==> config.mk <==
export PLATFORM = sky130hd
export DESIGN_NAME = olink_tx_framer_flat
export DESIGN_NICKNAME = d
export VERILOG_FILES = /design/src/rtl/olink_tx_framer_pkg.sv /design/src/rtl/olink_tx_framer_if.sv /design/src/rtl/olink_tx_framer_fifo.sv /design/src/rtl/olink_tx_framer.sv /design/src/flat_wrapper.sv
export SDC_FILE = /design/constraint.sdc
export NUM_CORES = 1
export LEC_CHECK = 0
export ABC_CLOCK_PERIOD_IN_PS = 4500
export BUFFER_PORTS_ARGS = -buffer_cell sky130_fd_sc_hd__buf_2
export CORE_MARGIN = 2
export CORE_UTILIZATION = 55
export CTS_CLUSTER_SIZE = 14
export DETAILED_ROUTE_END_ITERATION = 8
export PLACE_DENSITY = 0.76
export SYNTH_ARGS = -nofsm -noshare
export SYNTH_HDL_FRONTEND = slang
export SYNTH_SLANG_ARGS = --single-unit
export TNS_END_PERCENT = 1
==> constraint.sdc <==
create_clock -name clk_link -period 4.5 [get_ports clk_link]
set_input_delay 1.35 -clock clk_link [delete_from_list [all_inputs] [get_ports clk_link]]
set_output_delay 1.35 -clock clk_link [all_outputs]
set_load 0.02 [all_outputs]
==> src/rtl/olink_tx_framer_pkg.sv <==
// Shared types and constants for the optical link TX framer.
// Word widths, K-code bytes and the slot word-type encoding.
package olink_pkg;

    localparam int WORD_W = 32;
    localparam int K_W    = 4;
    localparam int LANE_W = 16;
    localparam int ENT_W  = WORD_W + K_W;

    localparam logic [7:0] K_COMMA = 8'hBC;
    localparam logic [7:0] K_IDLE  = 8'hF7;
    localparam logic [7:0] K_PAD   = 8'h1C;

    typedef enum logic [1:0] {
        W_COMMA,
        W_IDLE,
        W_DATA,
        W_PAD
    } wtype_e;

    typedef struct packed {
        logic [LANE_W-1:0] d;
        logic [1:0]        k;
    } half_t;

    localparam half_t HALF_IDLE = '{d: {K_IDLE, K_IDLE}, k: 2'b11};
    localparam half_t HALF_PAD  = '{d: {K_PAD, K_PAD}, k: 2'b11};

    function automatic logic k_legal(input logic [K_W-1:0] k);
        return (k == 4'h0) || (k == 4'hF);
    endfunction

endpackage

==> src/rtl/olink_tx_framer_if.sv <==
// Ingress word handshake between fabric logic and the TX framer.
// Fabric drives the master side; the framer is the slave.
interface olink_tx_if;

    logic [olink_pkg::WORD_W-1:0] in_d;
    logic [olink_pkg::K_W-1:0]    in_k;
    logic                         in_valid;
    logic                         in_ready;

    modport master (
        output in_d,
        output in_k,
        output in_valid,
        input  in_ready
    );

    modport slave (
        input  in_d,
        input  in_k,
        input  in_valid,
        output in_ready
    );

endinterface

==> src/rtl/olink_tx_framer_fifo.sv <==
// Ingress FIFO for {k,d} entries; ready is registered from next count.
// Full FIFO never accepts, even when the same edge pops.
module olink_tx_fifo #(
    parameter int DEPTH = 4,
    parameter int WIDTH = 36
) (
    input  logic             clk_link,
    input  logic             reset,
    input  logic             push_i,
    input  logic             pop_i,
    input  logic [WIDTH-1:0] data_i,
    output logic [WIDTH-1:0] data_o,
    output logic             empty_o,
    output logic             ready_o
);

    localparam int AW = $clog2(DEPTH);
    localparam int CW = AW + 1;

    logic [WIDTH-1:0] mem_q [DEPTH];
    logic [AW-1:0]    wr_q;
    logic [AW-1:0]    rd_q;
    logic [CW-1:0]    cnt_q;
    logic [CW-1:0]    cnt_d;
    logic             ready_q;
    logic             do_push;
    logic             do_pop;

    assign do_push = push_i && ready_q;
    assign do_pop  = pop_i && (cnt_q != '0);
    assign cnt_d   = cnt_q + CW'(do_push) - CW'(do_pop);

    always_ff @(posedge clk_link) begin
        if (do_push) mem_q[wr_q] <= data_i;
    end

    always_ff @(posedge clk_link) begin
        if (reset) begin
            wr_q    <= '0;
            rd_q    <= '0;
            cnt_q   <= '0;
            ready_q <= 1'b0;
        end else begin
            if (do_push) wr_q <= wr_q + AW'(1);
            if (do_pop)  rd_q <= rd_q + AW'(1);
            cnt_q   <= cnt_d;
            ready_q <= (cnt_d != CW'(DEPTH));
        end
    end

    assign data_o  = mem_q[rd_q];
    assign empty_o = (cnt_q == '0);
    assign ready_o = ready_q;

endmodule

==> src/rtl/olink_tx_framer.sv <==
// TX framer: 32-bit words to 16-bit lane halves with commas/idles/pads.
// Slot selection, comma timer and status counters live here.
module olink_tx_framer
    import olink_pkg::*;
#(
    parameter int FIFO_DEPTH   = 4,
    parameter int COMMA_PERIOD = 256
) (
    input  logic        clk_link,
    input  logic        reset,
    input  logic        link_enable,
    input  logic        counter_clear,
    input  logic        force_comma,
    olink_tx_if.slave   in_if,
    output logic [15:0] tx_d,
    output logic [1:0]  tx_k,
    output logic        phase,
    output logic [7:0]  comma_seq,
    output logic [31:0] cnt_words,
    output logic [15:0] cnt_bad_k
);

    localparam int TW = $clog2(COMMA_PERIOD);

    logic [ENT_W-1:0] head;
    logic             empty;
    logic             ready;
    logic             slot;
    logic             comma_sel;
    logic             pop;
    wtype_e           wtype;
    half_t            lo;
    half_t            hi;

    logic          phase_q;
    half_t         tx_q;
    half_t         hold_q;
    logic [7:0]    seq_q;
    logic [TW-1:0] timer_q;
    logic          pend_q;
    logic [31:0]   words_q;
    logic [15:0]   bad_q;

    olink_tx_fifo #(
        .DEPTH (FIFO_DEPTH),
        .WIDTH (ENT_W)
    ) u_fifo (
        .clk_link (clk_link),
        .reset    (reset),
        .push_i   (in_if.in_valid),
        .pop_i    (pop),
        .data_i   ({in_if.in_k, in_if.in_d}),
        .data_o   (head),
        .empty_o  (empty),
        .ready_o  (ready)
    );

    assign in_if.in_ready = ready;

    assign slot      = !phase_q;
    assign comma_sel = !link_enable || pend_q || force_comma
                     || (timer_q == TW'(COMMA_PERIOD - 1));

    always_comb begin
        if (comma_sel)                     wtype = W_COMMA;
        else if (empty)                    wtype = W_IDLE;
        else if (k_legal(head[ENT_W-1 -: K_W])) wtype = W_DATA;
        else                               wtype = W_PAD;
    end

    assign pop = slot && ((wtype == W_DATA) || (wtype == W_PAD));

    always_comb begin
        lo = HALF_IDLE;
        hi = HALF_IDLE;
        case (wtype)
            W_COMMA: lo = '{d: {seq_q + 8'd1, K_COMMA}, k: 2'b01};
            W_DATA: begin
                lo = '{d: head[15:0],  k: head[33:32]};
                hi = '{d: head[31:16], k: head[35:34]};
            end
            W_PAD: begin
                lo = HALF_PAD;
                hi = HALF_PAD;
            end
            default: ;
        endcase
    end

    always_ff @(posedge clk_link) begin
        if (reset) begin
            phase_q <= 1'b0;
            tx_q    <= HALF_IDLE;
            hold_q  <= HALF_IDLE;
            seq_q   <= '0;
            timer_q <= '0;
            pend_q  <= 1'b1;
            words_q <= '0;
            bad_q   <= '0;
        end else begin
            phase_q <= !phase_q;
            if (slot) begin
                tx_q   <= lo;
                hold_q <= hi;
                if (wtype == W_COMMA) begin
                    seq_q   <= seq_q + 8'd1;
                    timer_q <= '0;
                    pend_q  <= 1'b0;
                end else begin
                    timer_q <= timer_q + TW'(1);
                end
            end else begin
                tx_q <= hold_q;
                if (force_comma) pend_q <= 1'b1;
            end
            // Clear takes priority over a same-edge increment.
            if (counter_clear) begin
                words_q <= '0;
                bad_q   <= '0;
            end else if (slot) begin
                if (wtype == W_DATA) words_q <= words_q + 32'd1;
                if (wtype == W_PAD && bad_q != 16'hFFFF) bad_q <= bad_q + 16'd1;
            end
        end
    end

    assign tx_d      = tx_q.d;
    assign tx_k      = tx_q.k;
    assign phase     = phase_q;
    assign comma_seq = seq_q;
    assign cnt_words = words_q;
    assign cnt_bad_k = bad_q;

endmodule

==> src/flat_wrapper.sv <==
// flat-port wrapper written by rule: the top's interface ports become plain ports
module olink_tx_framer_flat import olink_pkg::*;
#(
    parameter int FIFO_DEPTH   = 4,
    parameter int COMMA_PERIOD = 256
)
  (clk_link, reset, link_enable, counter_clear, force_comma, tx_d, tx_k, phase, comma_seq, cnt_words, cnt_bad_k, in_if_in_d, in_if_in_k, in_if_in_valid, in_if_in_ready);
  olink_tx_if in_if_i ();
  input  logic clk_link;
  input  logic reset;
  input  logic link_enable;
  input  logic counter_clear;
  input  logic force_comma;
  output logic [15:0] tx_d;
  output logic [1:0] tx_k;
  output logic phase;
  output logic [7:0] comma_seq;
  output logic [31:0] cnt_words;
  output logic [15:0] cnt_bad_k;
  input wire logic [$bits(in_if_i.in_d)-1:0] in_if_in_d;
  input wire logic [$bits(in_if_i.in_k)-1:0] in_if_in_k;
  input wire logic [$bits(in_if_i.in_valid)-1:0] in_if_in_valid;
  output wire logic [$bits(in_if_i.in_ready)-1:0] in_if_in_ready;
  assign in_if_i.in_d = in_if_in_d;
  assign in_if_i.in_k = in_if_in_k;
  assign in_if_i.in_valid = in_if_in_valid;
  assign in_if_in_ready = in_if_i.in_ready;
  olink_tx_framer #(.FIFO_DEPTH(FIFO_DEPTH), .COMMA_PERIOD(COMMA_PERIOD)) u_core (.clk_link(clk_link), .reset(reset), .link_enable(link_enable), .counter_clear(counter_clear), .force_comma(force_comma), .in_if(in_if_i), .tx_d(tx_d), .tx_k(tx_k), .phase(phase), .comma_seq(comma_seq), .cnt_words(cnt_words), .cnt_bad_k(cnt_bad_k));
endmodule
**Word level (Yosys, flattened, before mapping)**

Memory sizes are Yosys's and may differ from the RTL's. A register that Yosys moved wholly into a read port is not among the register bits.
Index checks and enable logic that the tools add are counted.

- Bits in latches: 0
- ROM bits: 0
- Word-level logic and storage cells: 66
- Bits of input ports: 42
- Memory bits (writable): 144
- Flip-flop bits (word level): 110
- Memories: 1

Memories:

| memory | words | width | rd ports | clocked after memory_dff | wr ports | RTL line | text |
|---|---|---|---|---|---|---|---|
| u_core.u_fifo.mem_q | 4 | 36 | 1 | 1 | 1 | olink_tx_framer_fifo.sv:20 | `logic [WIDTH-1:0] mem_q [DEPTH];` |

- Bitwise logic cells: 1
- Muxes and demuxes: 14
- Shift-type cells: 0
- $add $sub $neg: 8
- Order comparisons: 0
- Divide/modulo/power cells: 0
- $mul: 0
- Reductions and logical operators: 21
- Eq/ne operators: 7

Operators with widths:

| operator | count |
|---|---|
| 18-bit one-hot mux with 3 select lines | 1 |
| 18-bit one-hot mux with 2 select lines | 1 |
| 32-bit by 1-bit adder with 32-bit output (second input constant) | 1 |
| 18-bit 2-to-1 mux | 1 |
| 16-bit by 1-bit adder with 16-bit output (second input constant) | 1 |
| 8-bit by 1-bit adder with 8-bit output (second input constant) | 2 |
| 16-bit != test (second input constant) | 1 |
| 8-bit equality test (second input constant) | 1 |
| 2-bit 2-to-1 mux | 4 |
| 8-bit 2-to-1 mux | 1 |
| 2-bit AND reduction | 4 |
| 1-bit 2-to-1 mux | 6 |
| 1-bit logical OR | 5 |
| 2-bit by 1-bit adder with 2-bit output (second input constant) | 2 |
| 2-bit equality test (second input constant) | 2 |
| 4-bit equality test (second input constant) | 1 |
| 1-bit logical AND | 4 |
| 4-bit zero test | 1 |
| 3-bit by 1-bit adder with 3-bit output | 1 |
| 3-bit zero test | 1 |
| 3-bit != test (second input constant) | 1 |
| 3-bit nonzero test | 1 |
| 3-bit by 1-bit subtractor with 3-bit output | 1 |
| 1-bit zero test | 2 |
| other kinds (5) | 5 |

**Longest topological paths before layout**

- Depth after elaboration: 11
- Mapped depth: 15
- Depth with buffers taken out: 13

**Hierarchy**

From an unflattened synthesis, not the netlist that was laid out.

- Cell total of the unflattened synthesis: 795
- Area total of the unflattened synthesis: 10485.1 um^2

By module, submodules not included:

| module | cells an instance | instances | area each (um^2) | sequential area each (um^2) |
|---|---|---|---|---|
| olink_tx_fifo | 239 | 1 | 5770.5 | 4524.3 |
| olink_tx_framer | 556 | 1 | 4714.5 | 2042.0 |

**Worst setup path after synthesis**

OpenSTA, ideal clock, no wires.

- Kind: input port to flip-flop
- Start: in force_comma
- End: reg u_core.u_fifo.ready_q (netlist: u_core.u_fifo.ready_o)
- Arrival time: 3628 ps
- Path buffers: 2
- Library setup time: 128 ps
- Slack: 744 ps
- Cell stages on the path: 14
- Cells stage by stage: nor3b_1 o21a_1 clkbuf_1 clkbuf_1 nand2_1 inv_1 ha_1 inv_1 ha_1 fa_1 xnor2_1 xnor2_1 nor3_1 nor2_1

- Word-level cells in the longest chain between the ends: 9

RTL lines:

| what | RTL line | text |
|---|---|---|
| start: declaration | flat_wrapper.sv:13 | `input logic force_comma;` |
| 1-bit logical OR (*) | olink_tx_framer.sv:61 | `assign comma_sel = !link_enable \|\| pend_q \|\| force_comma` |
| 1-bit logical OR (*) | olink_tx_framer.sv:62 | `\|\| (timer_q == TW'(COMMA_PERIOD - 1));` |
| 2-bit 2-to-1 mux (*) | olink_tx_framer.sv:65 | `if (comma_sel) wtype = W_COMMA;` |
| 2-bit equality test | olink_tx_framer.sv:71 | `assign pop = slot && ((wtype == W_DATA) \|\| (wtype == W_PAD));` |
| 1-bit logical OR (*) | olink_tx_framer.sv:71 |  |
| 1-bit logical AND (*) | olink_tx_framer.sv:71 |  |
| 1-bit logical AND (*) | olink_tx_framer_fifo.sv:30 | `assign do_pop = pop_i && (cnt_q != '0);` |
| via u_core.u_fifo.do_pop | olink_tx_framer_fifo.sv:27 | `logic do_pop;` |
| 3-bit by 1-bit subtractor with 3-bit output (*) | olink_tx_framer_fifo.sv:31 | `assign cnt_d = cnt_q + CW'(do_push) - CW'(do_pop);` |
| 3-bit != test (*) | olink_tx_framer_fifo.sv:47 | `ready_q <= (cnt_d != CW'(DEPTH));` |
| end signal: assignment | olink_tx_framer_fifo.sv:47 |  |
| end: declaration | olink_tx_framer_fifo.sv:25 | `logic ready_q;` |

The timed path passes the listed nets; every way through them passes the cells marked *.
A chain may end at the register's enable or synchronous reset.

**Final worst setup path**

Ends and elaborated chain as after synthesis.

==> Flow_metrics.wiki <==
{| class="wikitable"
! Metric !! Value
|-
| Area growth syn-to-layout || 15.6%
|-
| Pin count of the biggest net entering global routing || 68
|-
| Status || finished clean
|-
| Number of enable-type register cells in the synthesized netlist || 144
|-
| Leakage component of the power || 4.17 nW
|-
| Overflow after GRT || 0
|-
| Clock Root Buffer || clkbuf_16
|-
| Worst reg2reg path depth || 12
|-
| Effective utilization at floorplan || 0.559
|-
| Worst Setup Start Kind || input pin
|-
| Critical path endpoint || u_core.u_fifo.ready_o
|-
| Count of maximum capacitance violations || 0
|-
| Setup repair after global routing missed its margin || false
|-
| Total power divided by cell area || 421 nW/um^2
|-
| Fraction of final layout cells with drive strength greater than 1 || 0.228
|-
| FILL cells || 1412
|-
| Post-synthesis instance area || 10400 sq um
|-
| First-pass GRT wire length || 34.6 mm
|-
| Setup violations, final || 0
|-
| Share of async-settable or async-resettable flops after synthesis || 0
|-
| Number of levels in the clock H-tree || 1
|-
| Sequential fraction of the synthesis area || 0.630
|-
| CTS hold repair buffers || 0
|-
| Number of clock sinks seen by CTS || 256
|-
| Number of design rule violations left after detail routing || 0
|-
| Worst Setup Path Type || input pin to flop
|-
| Count of vias placed by the detailed router || about 7000
|-
| Total Routing Usage GR || 0.220
|-
| Vias in the first global route || 6599
|-
| Critical Path Start || force_comma
|-
| Pre-Repair DR Iteration Count || 5
|-
| Arrival time at the worst endpoint || 3.61 ns
|-
| Number of nets in the layout || 964
|-
| CP endpoint kind || flop
|-
| Post-layout total power || 5.07 mW
|-
| Height of the die || 142 microns
|-
| Summed area of non-filler cells in the final layout || 12000 sq um
|-
| Routability congestion estimate || 0.813
|-
| Post-layout util || 0.646
|-
| Required time of the critical path || 4.91 ns
|-
| Dominant synthesized flop cell || edfxtp_1
|-
| Number of vias per cell || between 6 and 7
|-
| Initial antenna violation count || 1
|-
| Total of cells resized after clock tree synthesis || 0
|-
| Row count || 50
|-
| Unique masters post-synth || between 50 and 60
|-
| Wire per inst || 18.9 microns
|-
| I/O Buffers || 117
|-
| Flop2flop setup slack || 1.43 ns
|-
| Die area || between 20000 and 25000 sq um
|-
| Postcts setup bufs || 0
|-
| Clock buffer depth || 3
|-
| Mapped Avg Cell Area || around 13 sq um
|-
| Residual antenna-violating net count after detailed routing || 0
|-
| Worst slew margin || 0.391
|-
| Synthesis-stage register bit count || 256
|-
| Min Clock Period, post-route || 3.20 ns
|-
| Clock latency on the worst-skew pair || 0.54 ns
|-
| Endpoints failing hold || 0
|-
| FF-to-FF Start || u_core.u_fifo.cnt_q[2]
|-
| Floorplan die width || around 140 microns
|-
| CTS tree || built
|-
| Setup TNS || 0 ns
|-
| Syn_nets || approximately 850
|-
| Detailed router's first-iteration violation count || 583
|-
| Cell count after synthesis || just under 800
|-
| End of the worst register-to-register path || u_core.u_fifo.ready_o
|-
| Wire length after detailed routing || 22.1 mm
|-
| Number of ports placed on the die boundary || 118
|-
| Slew at the pin closest to its max-slew limit || 0.914 ns
|-
| Worst min-delay path category || flop to flop
|-
| Clock slew at the register clock pins of the worst setup and hold paths || 0.07 ns
|-
| YS warnings || 0
|-
| Post-place instance area || 11200 sq um
|-
| Half-perimeter wire length after placement || 14.1 mm
|-
| TritonCTS buffer count || 26
|-
| Worst IR Drop VDD || 0.000351 V
|-
| Final Skew || a little over 0.007 ns
|-
| Number of pins exceeding their max-slew limit in the final report || 0
|-
| Period Utilization, post-route || 0.712
|-
| Core ar. || 18600 sq um
|-
| Crit-path max FO || 6
|-
| Maximum frequency from static timing analysis || 0.312 GHz
|}
## where the power goes
group | switching (mW) | internal (mW)
clock | 0.867 | 1.19
sequential | 0.0379 | 2.57
combinational | 0.267 | 0.138
## critical path, cell delays in order
cell and delay, ns:
buf_2 0.10, nor3b_1 0.42, o21a_1 0.22, nand2_1 0.07, inv_1 0.22, ha_1 0.16, inv_1 0.04, ha_1 0.18
fa_1 0.38, xnor2_1 0.14, xnor2_1 0.14, nor3_1 0.14, nor2_1 0.05
## flip-flops by register name, summed over array words and instances, names as in the netlist, named ones only
| name | count |
|---|---|
| u_core.tx_d | 16 |
| u_core.u_fifo.mem_q | 144 |
| u_core.cnt_words | 32 |
| u_core.timer_q | 8 |
| u_core.u_fifo.cnt_q | 3 |
| u_core.comma_seq | 8 |
| u_core.tx_k | 2 |
| u_core.phase | 1 |
| u_core.pend_q | 1 |
| u_core.u_fifo.wr_q | 2 |
| u_core.u_fifo.ready_o | 1 |
| u_core.u_fifo.rd_q | 2 |
| u_core.hold_q | 18 |
| u_core.cnt_bad_k | 16 |
## layer usage
layer,global-route usage,up-vias,part of all wire
met4,0.0689,0,0.025
met3,0.0351,44,0.061
met2,0.376,216,0.50
met5,0,-,0
li1,-,3319,-
met1,0.291,3437,0.41
## cell usage after synthesis (all sizes together), types with 2 or more instances
cell type | instances | area [sq um]
edfxtp | 144 | 4320
dfxtp | 112 | 2240
a21oi | 59 | 295
nand2 | 43 | 161
mux4 | 36 | 811
nor2 | 35 | 131
clkbuf | 33 | 125
o31ai | 29 | 218
or4 | 28 | 210
nand3 | 23 | 115
o21ai | 23 | 115
a31oi | 18 | 113
nor2b | 17 | 106
o21bai | 17 | 128
nand4 | 16 | 100
inv | 14 | 52.6
or3 | 14 | 87.6
xor2 | 14 | 123
buf | 12 | 73.8
xnor2 | 12 | 105
nor3 | 11 | 55.1
ha | 10 | 125
nor4 | 10 | 77.6
and4 | 9 | 78.8
and3 | 8 | 50.1
nand2b | 7 | 43.8
o41ai | 6 | 52.6
nor3b | 5 | 37.5
or4b | 5 | 50.1
and2 | 3 | 18.8
mux2i | 3 | 30.0
nand4b | 3 | 26.3
o21a | 2 | 15.0
or2 | 2 | 12.5
## cells by family (layout without fill, tap and decap cells)
logic type | Yosys count | count (layout) | share of synthesized area
flip-flops | 256 | 256 | 0.630
adder cells (fa/ha/maj) | 11 | 11 | 0.0139
XOR/XNOR | 26 | 26 | 0.0219
buffers and inverters | 59 | 195 | 0.0241
AO/OA/AOI/OAI | 163 | 163 | 0.0969
other | 0 | 1 | 0
multiplexers | 39 | 39 | 0.0807
AND/OR/NAND/NOR | 241 | 241 | 0.132
## cells in the final DEF (no fill, tap or decap), types with 17 or more instances in the layout
cell       count
a21oi_1       59
nor2_1        35
clkbuf_16     26
nand2_1       43
or4_1         28
buf_2        117
nor2b_1       17
mux4_2        36
o21ai_0       21
o21bai_1      17
o31ai_1       29
a31oi_1       18
edfxtp_1     144
dfxtp_1      111
nand3_1       23
## per-stage QoR
stage / instances / worst slack (ns) / hold WS, ns
2_1_floorplan: 795 / 0.744 / 0.441
3_3_place_gp: 1117 / 0.819 / 0.454
3_5_place_dp: 1117 / 0.739 / 0.460
4_1_cts: 1165 / 1.31 / 0.467
5_1_grt: 1165 / 1.07 / 0.493
6_report: 1166 / 1.30 / 0.465
## cell type report
class	instances	area [sq um]	share of cell area
antenna	1	2.50	0.000208
clock buffer	31	679	0.0564
inverter	14	52.6	0.00436
clock inverter	17	144	0.0119
sequential	256	6570	0.545
multi-input combinational	480	3600	0.299
timing repair buffer	133	706	0.0586
tap	234	293	0.0243
## worst min-delay path by stage
stage / slack [ns] / to / cells after the start / start
global route: 0.49 / u_core.hold_q[5] / 2 / u_core.hold_q[5]
detailed placement: 0.46 / u_core.hold_q[5] / 2 / u_core.hold_q[5]
global placement: 0.45 / u_core.hold_q[5] / 2 / u_core.hold_q[5]
floorplan: 0.44 / u_core.tx_k[1] / 2 / u_core.hold_q[1]
finish: 0.47 / u_core.hold_q[5] / 2 / u_core.hold_q[5]
CTS: 0.47 / u_core.hold_q[5] / 2 / u_core.hold_q[5]
Power figures use the tool's default switching activity.
